`config.mk`:
```
export PLATFORM = sky130hd
export DESIGN_NAME = mem_port_arbiter
export DESIGN_NICKNAME = d
export VERILOG_FILES = /design/src/rtl/mem_pkg.sv /design/src/rtl/mem_arb_prio.sv /design/src/rtl/mem_port_arbiter.sv
export SDC_FILE = /design/constraint.sdc
export NUM_CORES = 1
export LEC_CHECK = 0
export ABC_AREA = 1
export BUFFER_PORTS_ARGS = -buffer_cell sky130_fd_sc_hd__buf_4
export CAP_MARGIN = 10
export CORE_MARGIN = 4
export CORE_UTILIZATION = 47
export CTS_CLUSTER_DIAMETER = 40
export DETAILED_ROUTE_END_ITERATION = 8
export PLACE_DENSITY = 0.8
export SYNTH_ARGS = -nofsm -noshare
export SYNTH_HDL_FRONTEND = slang
export SYNTH_HIERARCHICAL = 1
export SYNTH_SLANG_ARGS = --single-unit
```
`constraint.sdc`:
```
create_clock -name clk -period 2.6 [get_ports clk]
set_clock_uncertainty 0.15 [all_clocks]
set_input_delay 0.39 -clock clk [delete_from_list [all_inputs] [get_ports clk]]
set_output_delay 0.39 -clock clk [all_outputs]
set_load 0.1 [all_outputs]
```
`src/rtl/mem_pkg.sv`:
```
// Shared encodings for the memory port arbiter: FSM states, owner tags and the
// full-word byte-enable constant.
package mem_pkg;

    localparam int MEM_BYTES_DEF = 1024;

    typedef enum logic {
        STATE_IDLE = 1'b0,
        STATE_BUSY = 1'b1
    } state_t;

    localparam logic OWNER_IF = 1'b0;
    localparam logic OWNER_D  = 1'b1;

    localparam logic [3:0] BE_WORD = 4'b1111;

endpackage

```
`src/rtl/mem_arb_prio.sv`:
```
// Fixed data-port priority with a saturating starvation counter that hands the
// memory to instruction fetch after STARVE_LIMIT refused cycles.
module mem_arb_prio #(
    parameter int STARVE_LIMIT = 4
) (
    input  logic clk,
    input  logic reset_n,
    input  logic en,
    input  logic if_req,
    input  logic d_req,
    output logic if_win,
    output logic d_win
);

    localparam int CW = $clog2(STARVE_LIMIT + 1);

    logic [CW-1:0] starve_cnt;
    logic          if_first;

    always_comb begin
        if_first = if_req && (starve_cnt == CW'(STARVE_LIMIT));
        d_win    = en && d_req && !if_first;
        if_win   = en && if_req && !d_win;
    end

    // Counts refused IF cycles, including the cycles spent waiting out BUSY
    always_ff @(posedge clk or negedge reset_n) begin
        if (!reset_n) begin
            starve_cnt <= '0;
        end else if (if_win) begin
            starve_cnt <= '0;
        end else if (if_req && (starve_cnt != CW'(STARVE_LIMIT))) begin
            starve_cnt <= starve_cnt + CW'(1);
        end
    end

endmodule

```
`src/rtl/mem_port_arbiter.sv`:
```
// Shares one single-port memory between instruction fetch and load/store,
// returning tagged responses with an error for out-of-range or timed-out accesses.
module mem_port_arbiter
    import mem_pkg::*;
#(
    parameter int ADDR_W       = 32,
    parameter int DATA_W       = 32,
    parameter int MEM_BYTES    = MEM_BYTES_DEF,
    parameter int STARVE_LIMIT = 4,
    parameter int TIMEOUT      = 16
) (
    input  logic              clk,
    input  logic              reset_n,
    input  logic              if_req,
    input  logic [ADDR_W-1:0] if_addr,
    output logic              if_gnt,
    output logic              if_rvalid,
    output logic [DATA_W-1:0] if_rdata,
    output logic              if_err,
    input  logic              d_req,
    input  logic              d_we,
    input  logic [ADDR_W-1:0] d_addr,
    input  logic [DATA_W-1:0] d_wdata,
    input  logic [3:0]        d_be,
    output logic              d_gnt,
    output logic              d_rvalid,
    output logic [DATA_W-1:0] d_rdata,
    output logic              d_err,
    output logic [ADDR_W-1:0] mem_addr,
    output logic [DATA_W-1:0] mem_wdata,
    output logic              mem_read,
    output logic              mem_write,
    output logic [3:0]        mem_be,
    input  logic [DATA_W-1:0] mem_rdata,
    input  logic              mem_ready
);

    localparam int TW = $clog2(TIMEOUT + 1);

    state_t            state, state_nxt;
    logic              owner;
    logic [TW-1:0]     tcnt;
    logic              arb_en, if_win, d_win, grant;
    logic              sel_owner, sel_we, sel_in_range;
    logic [ADDR_W-1:0] sel_addr;
    logic              done_ok, done_to;

    logic              vld_p1;
    logic              own_p1;
    logic              err_p1;
    logic [DATA_W-1:0] data_p1;

    mem_arb_prio #(
        .STARVE_LIMIT(STARVE_LIMIT)
    ) u_prio (
        .clk    (clk),
        .reset_n(reset_n),
        .en     (arb_en),
        .if_req (if_req),
        .d_req  (d_req),
        .if_win (if_win),
        .d_win  (d_win)
    );

    always_comb begin
        arb_en       = reset_n && (state == STATE_IDLE);
        grant        = if_win || d_win;
        sel_owner    = d_win ? OWNER_D : OWNER_IF;
        sel_we       = d_win && d_we;
        sel_addr     = d_win ? d_addr : if_addr;
        sel_in_range = sel_addr < ADDR_W'(MEM_BYTES);
        done_ok      = (state == STATE_BUSY) && mem_ready;
        done_to      = (state == STATE_BUSY) && !mem_ready && (tcnt == TW'(TIMEOUT - 1));
    end

    always_comb begin
        state_nxt = state;
        case (state)
            STATE_IDLE: if (grant && sel_in_range) state_nxt = STATE_BUSY;
            STATE_BUSY: if (done_ok || done_to)    state_nxt = STATE_IDLE;
            default:                               state_nxt = STATE_IDLE;
        endcase
    end

    always_ff @(posedge clk or negedge reset_n) begin
        if (!reset_n) state <= STATE_IDLE;
        else          state <= state_nxt;
    end

    // Request latch / memory drive, then the registered response stage (_p1)
    always_ff @(posedge clk or negedge reset_n) begin
        if (!reset_n) begin
            owner     <= OWNER_IF;
            tcnt      <= '0;
            mem_addr  <= '0;
            mem_wdata <= '0;
            mem_be    <= '0;
            mem_read  <= 1'b0;
            mem_write <= 1'b0;
            vld_p1    <= 1'b0;
            own_p1    <= OWNER_IF;
            err_p1    <= 1'b0;
            data_p1   <= '0;
        end else begin
            vld_p1 <= 1'b0;
            if (grant) begin
                owner <= sel_owner;
                if (sel_in_range) begin
                    mem_addr  <= sel_addr & ~ADDR_W'(3);
                    mem_wdata <= sel_we ? d_wdata : '0;
                    mem_be    <= sel_we ? d_be : BE_WORD;
                    mem_read  <= !sel_we;
                    mem_write <= sel_we;
                    tcnt      <= '0;
                end else begin
                    vld_p1  <= 1'b1;
                    own_p1  <= sel_owner;
                    err_p1  <= 1'b1;
                    data_p1 <= '0;
                end
            end else if (done_ok || done_to) begin
                mem_read  <= 1'b0;
                mem_write <= 1'b0;
                vld_p1    <= 1'b1;
                own_p1    <= owner;
                err_p1    <= done_to;
                data_p1   <= (done_ok && mem_read) ? mem_rdata : '0;
            end else if (state == STATE_BUSY) begin
                tcnt <= tcnt + TW'(1);
            end
        end
    end

    always_comb begin
        if_gnt    = if_win;
        d_gnt     = d_win;
        if_rvalid = vld_p1 && (own_p1 == OWNER_IF);
        d_rvalid  = vld_p1 && (own_p1 == OWNER_D);
        if_rdata  = if_rvalid ? data_p1 : '0;
        d_rdata   = d_rvalid ? data_p1 : '0;
        if_err    = if_rvalid && err_p1;
        d_err     = d_rvalid && err_p1;
    end

endmodule

```
==> flow_metrics.py <==
metrics = {
    "logic_synthesis": {
        "ys_seq_elements": 113,
        "synth-simple-area-share_pct": 33.4,
        "yosysUniqueCellTypes": 24,
        "synthXorXnorAreaFrac_pct": 0,
        "synthesis.area_um2": 5830,
        "ys_warn_count": 6,
        "postSynthAreaPerCell_um2": 6.94,
        "synth_top_family_by_area": "simple AND/OR/NAND/NOR gates",
        "synth_fa_ha_area_share_pct": 0.859,
        "ys_seq_area_share_pct": 48.5,
        "syn_inst": 840,
        "synth_compound_area_share_pct": 1.80,
        "muxShareOfSynthArea_pct": 1.37,
    },
    "cts": {
        "clock-sinks": 113,
        "h-tree-depth": 4,
        "clk_latency_ns": 0.41,
        "clock_path_buffers": 2,
        "cts_root_buf": "clkbuf_16",
        "cts_tree": "done",
        "cts_buffers": 17,
        "clk_pin_slew_worst_paths_ns": 0.06,
    },
    "power_and_ir_drop": {
        "p_sw_w": 0.00160,
        "powerDensity_nw_per_um2": 559,
        "power_frac_comb_pct": 20.2,
        "p_clk_share_pct": 44.1,
        "swShare_pct": 30.2,
        "power.total_w": 0.00532,
        "ir_worst_vdd_mv": 0.494,
        "p_int_w": 0.00371,
        "leakage_nw": 5.31,
        "seqPwrFrac_pct": 35.8,
    },
    "finish": {
        "layout.nets": 1285,
        "num-fill-cells": 860,
        "syn_to_final_growth_pct": 63.3,
        "n_antenna_cell": 0,
        "drive_gt1_share_pct": 36.8,
    },
    "job": {
        "cap_violations": 0,
    },
    "placed_design": {
        "gp_congestion": 0.822,
        "dp_hpwl_um": 13100,
        "io_buffers": 271,
    },
    "global_route": {
        "grt_max_degree": 73,
        "grt_pass1_vias": 5789,
        "antenna_found_initial": 0,
        "grt_use_total_pct": 24.9,
        "grt_pass1_wl_um": 28400,
        "overflow": 0,
    },
    "min_path": {
        "hp-class": "in2reg",
    },
    "die": {
        "die-area_um2": 14200,
        "die-width_um": 119,
        "num_rows": 40,
        "core_area_um2": 12100,
        "die_y_um": 119,
        "start_util_pct": 48.3,
        "ios": 278,
    },
    "timing": {
        "hold_viol": 0,
        "slew_headroom_pct": 38.5,
        "finalSetupTns_ns": 0,
        "slew_viol_final": 0,
        "max_clock_freq_mhz": 393,
        "tightest_slew_ns": 0.922,
        "hold_ws_ns": 0.0315,
        "fin_crit_ns": 2.54,
        "rsz0062_at_grt": "yes",
        "finalCritPeriodShare_pct": 97.7,
        "setup_viol": 0,
    },
    "routing": {
        "vias": 6077,
        "drtIter0Drc": 296,
        "routed_via_density": 4.59,
        "drc_errors": 0,
        "drt-total-wl_um": 18800,
        "drt_first_pass_iters": 4,
        "postRouteAntennaNets": 0,
        "wl_per_cell_um": 14.2,
    },
    "setup_path": {
        "cp.required_ns": 2.06,
        "endpoint_kind": "output port",
        "reg2reg_slack_ns": 0.07,
        "critPathKind": "reg2out",
        "crit_arrival_ns": 2.00,
        "cp-start-kind": "register",
        "critPathMaxFanout": 33,
    },
    "status": {
        "status": "completed",
    },
}
worst paths after layout:
check / startpoint / depth (start not counted) / to
worst max register to register: u_prio/starve_cnt[0]$_DFFE_PN0P_ / 17 / mem_addr[5]$_DFFE_PN0P_
worst min-delay path: mem_rdata[2] / 3 / data_p1[2]$_DFFE_PN0P_
worst min register to register: data_p1[7]$_DFFE_PN0P_ / 2 / data_p1[7]$_DFFE_PN0P_
worst max-delay path: vld_p1$_DFF_PN0_ / 6 / if_rdata[11]
min in group asynchronous: reset_n / 3 / mem_be[2]$_DFFE_PN0P_
max in group asynchronous: reset_n / 4 / data_p1[5]$_DFFE_PN0P_
power by group through the flow:
stage	logic (W)	clock network (W)	registers, W
floorplan	0.000589	0	0.00194
global placement	0.000951	0	0.00192
detailed placement	0.000963	0	0.00192
CTS	0.00100	0.00237	0.00190
global route	0.00117	0.00245	0.00191
finish	0.00107	0.00234	0.00190
cell usage in the layout, fill, tap and decap left out, types with 6 or more instances in the layout:
master	Yosys	layout
nand2_1	338	324
buf_4	9	296
inv_1	162	157
dfrtp_1	113	113
nor2_1	90	52
nand3_1	52	47
nor2_4	1	35
clkbuf_16	0	22
nand2_2	1	13
o21ai_1	8	9
buf_12	0	9
mux2i_1	8	8
buf_6	0	8
nor2_2	2	6
clkinv_4	0	6
layer usage:
metal	wire (um)	track usage, %	vias to the layer above
met5	0	0	-
met2	9650	43.1	215
met1	7250	29.7	2794
met4	261	7.30	0
li1	-	-	3051
met3	1630	8.21	17
critical path, stage by stage (launching register included):
cell     delay, ns
dfrtp_1       0.37
inv_1         0.10
nor2_4        0.05
inv_2         0.04
buf_4         0.68
nor2_4        0.06
buf_4         0.26
cell type report:
| cell class | count | area [um2] | share of cell area [%] |
|---|---|---|---|
| Multi-Input combinational cell | 526 | 2580 | 27.1 |
| Timing Repair Buffer | 322 | 2690 | 28.2 |
| Tap cell | 168 | 210 | 2.21 |
| Clock inverter | 15 | 175 | 1.84 |
| Sequential cell | 113 | 2830 | 29.7 |
| Clock buffer | 17 | 425 | 4.47 |
| Inverter | 163 | 616 | 6.47 |
through the flow:
stage                     std cells  worst slack, ns  instance area [um2]  util (%)
after floorplan                 841           -0.169                 6240         -
after CTS                      1315          0.00616                 9280      76.9
after detailed placement       1274          -0.0754                 8560      70.9
after global routing           1324          -0.0862                 9520      78.9
after global placement         1274          -0.0226                 8560      70.9
final                          1324           0.0587                 9520      78.9
cells in the mapped netlist, drive strengths merged:
cell | count | share of area, %
nand2 | 339 | 22
mux2i | 8 | 1.4
buf | 31 | 3.0
dfrtp | 113 | 49
o21ai | 14 | 1.2
conb | 1 | 0.064
inv | 163 | 10
nor2 | 93 | 6.2
nand4 | 2 | 0.21
nand3b | 2 | 0.26
nor3 | 1 | 0.17
and3 | 1 | 0.11
nand3 | 52 | 4.5
or2 | 1 | 0.11
a21oi | 7 | 0.60
clkbuf | 8 | 0.52
ha | 4 | 0.86
cell families after synthesis:
group / Yosys count
adder cells (fa/ha/maj): 4
AND/OR/NAND/NOR: 491
multiplexers: 8
flip-flops: 113
AO/OA/AOI/OAI: 21
buffers and inverters: 202
other: 1
repair_timing:
item                                   in CTS  in global routing
cloned                                      1                  5
pin swaps                                   4                 13
endpoints found under the hold margin      41                  0
resized for setup                          10                 25
setup buffers                               7                  6
hold buffers                                1                  0
setup endpoints to repair                  36                108
registers in the layout, indices dropped and copies added (netlist names):
| register | flops |
|---|---|
| vld_p1 | 1 |
| u_prio/starve_cnt | 3 |
| mem_read | 1 |
| owner | 1 |
| err_p1 | 1 |
| mem_be | 4 |
| mem_addr | 30 |
| state | 1 |
| own_p1 | 1 |
| mem_write | 1 |
| mem_wdata | 32 |
| data_p1 | 32 |
| tcnt | 5 |
No activity file was read; power rests on OpenSTA's default activity.
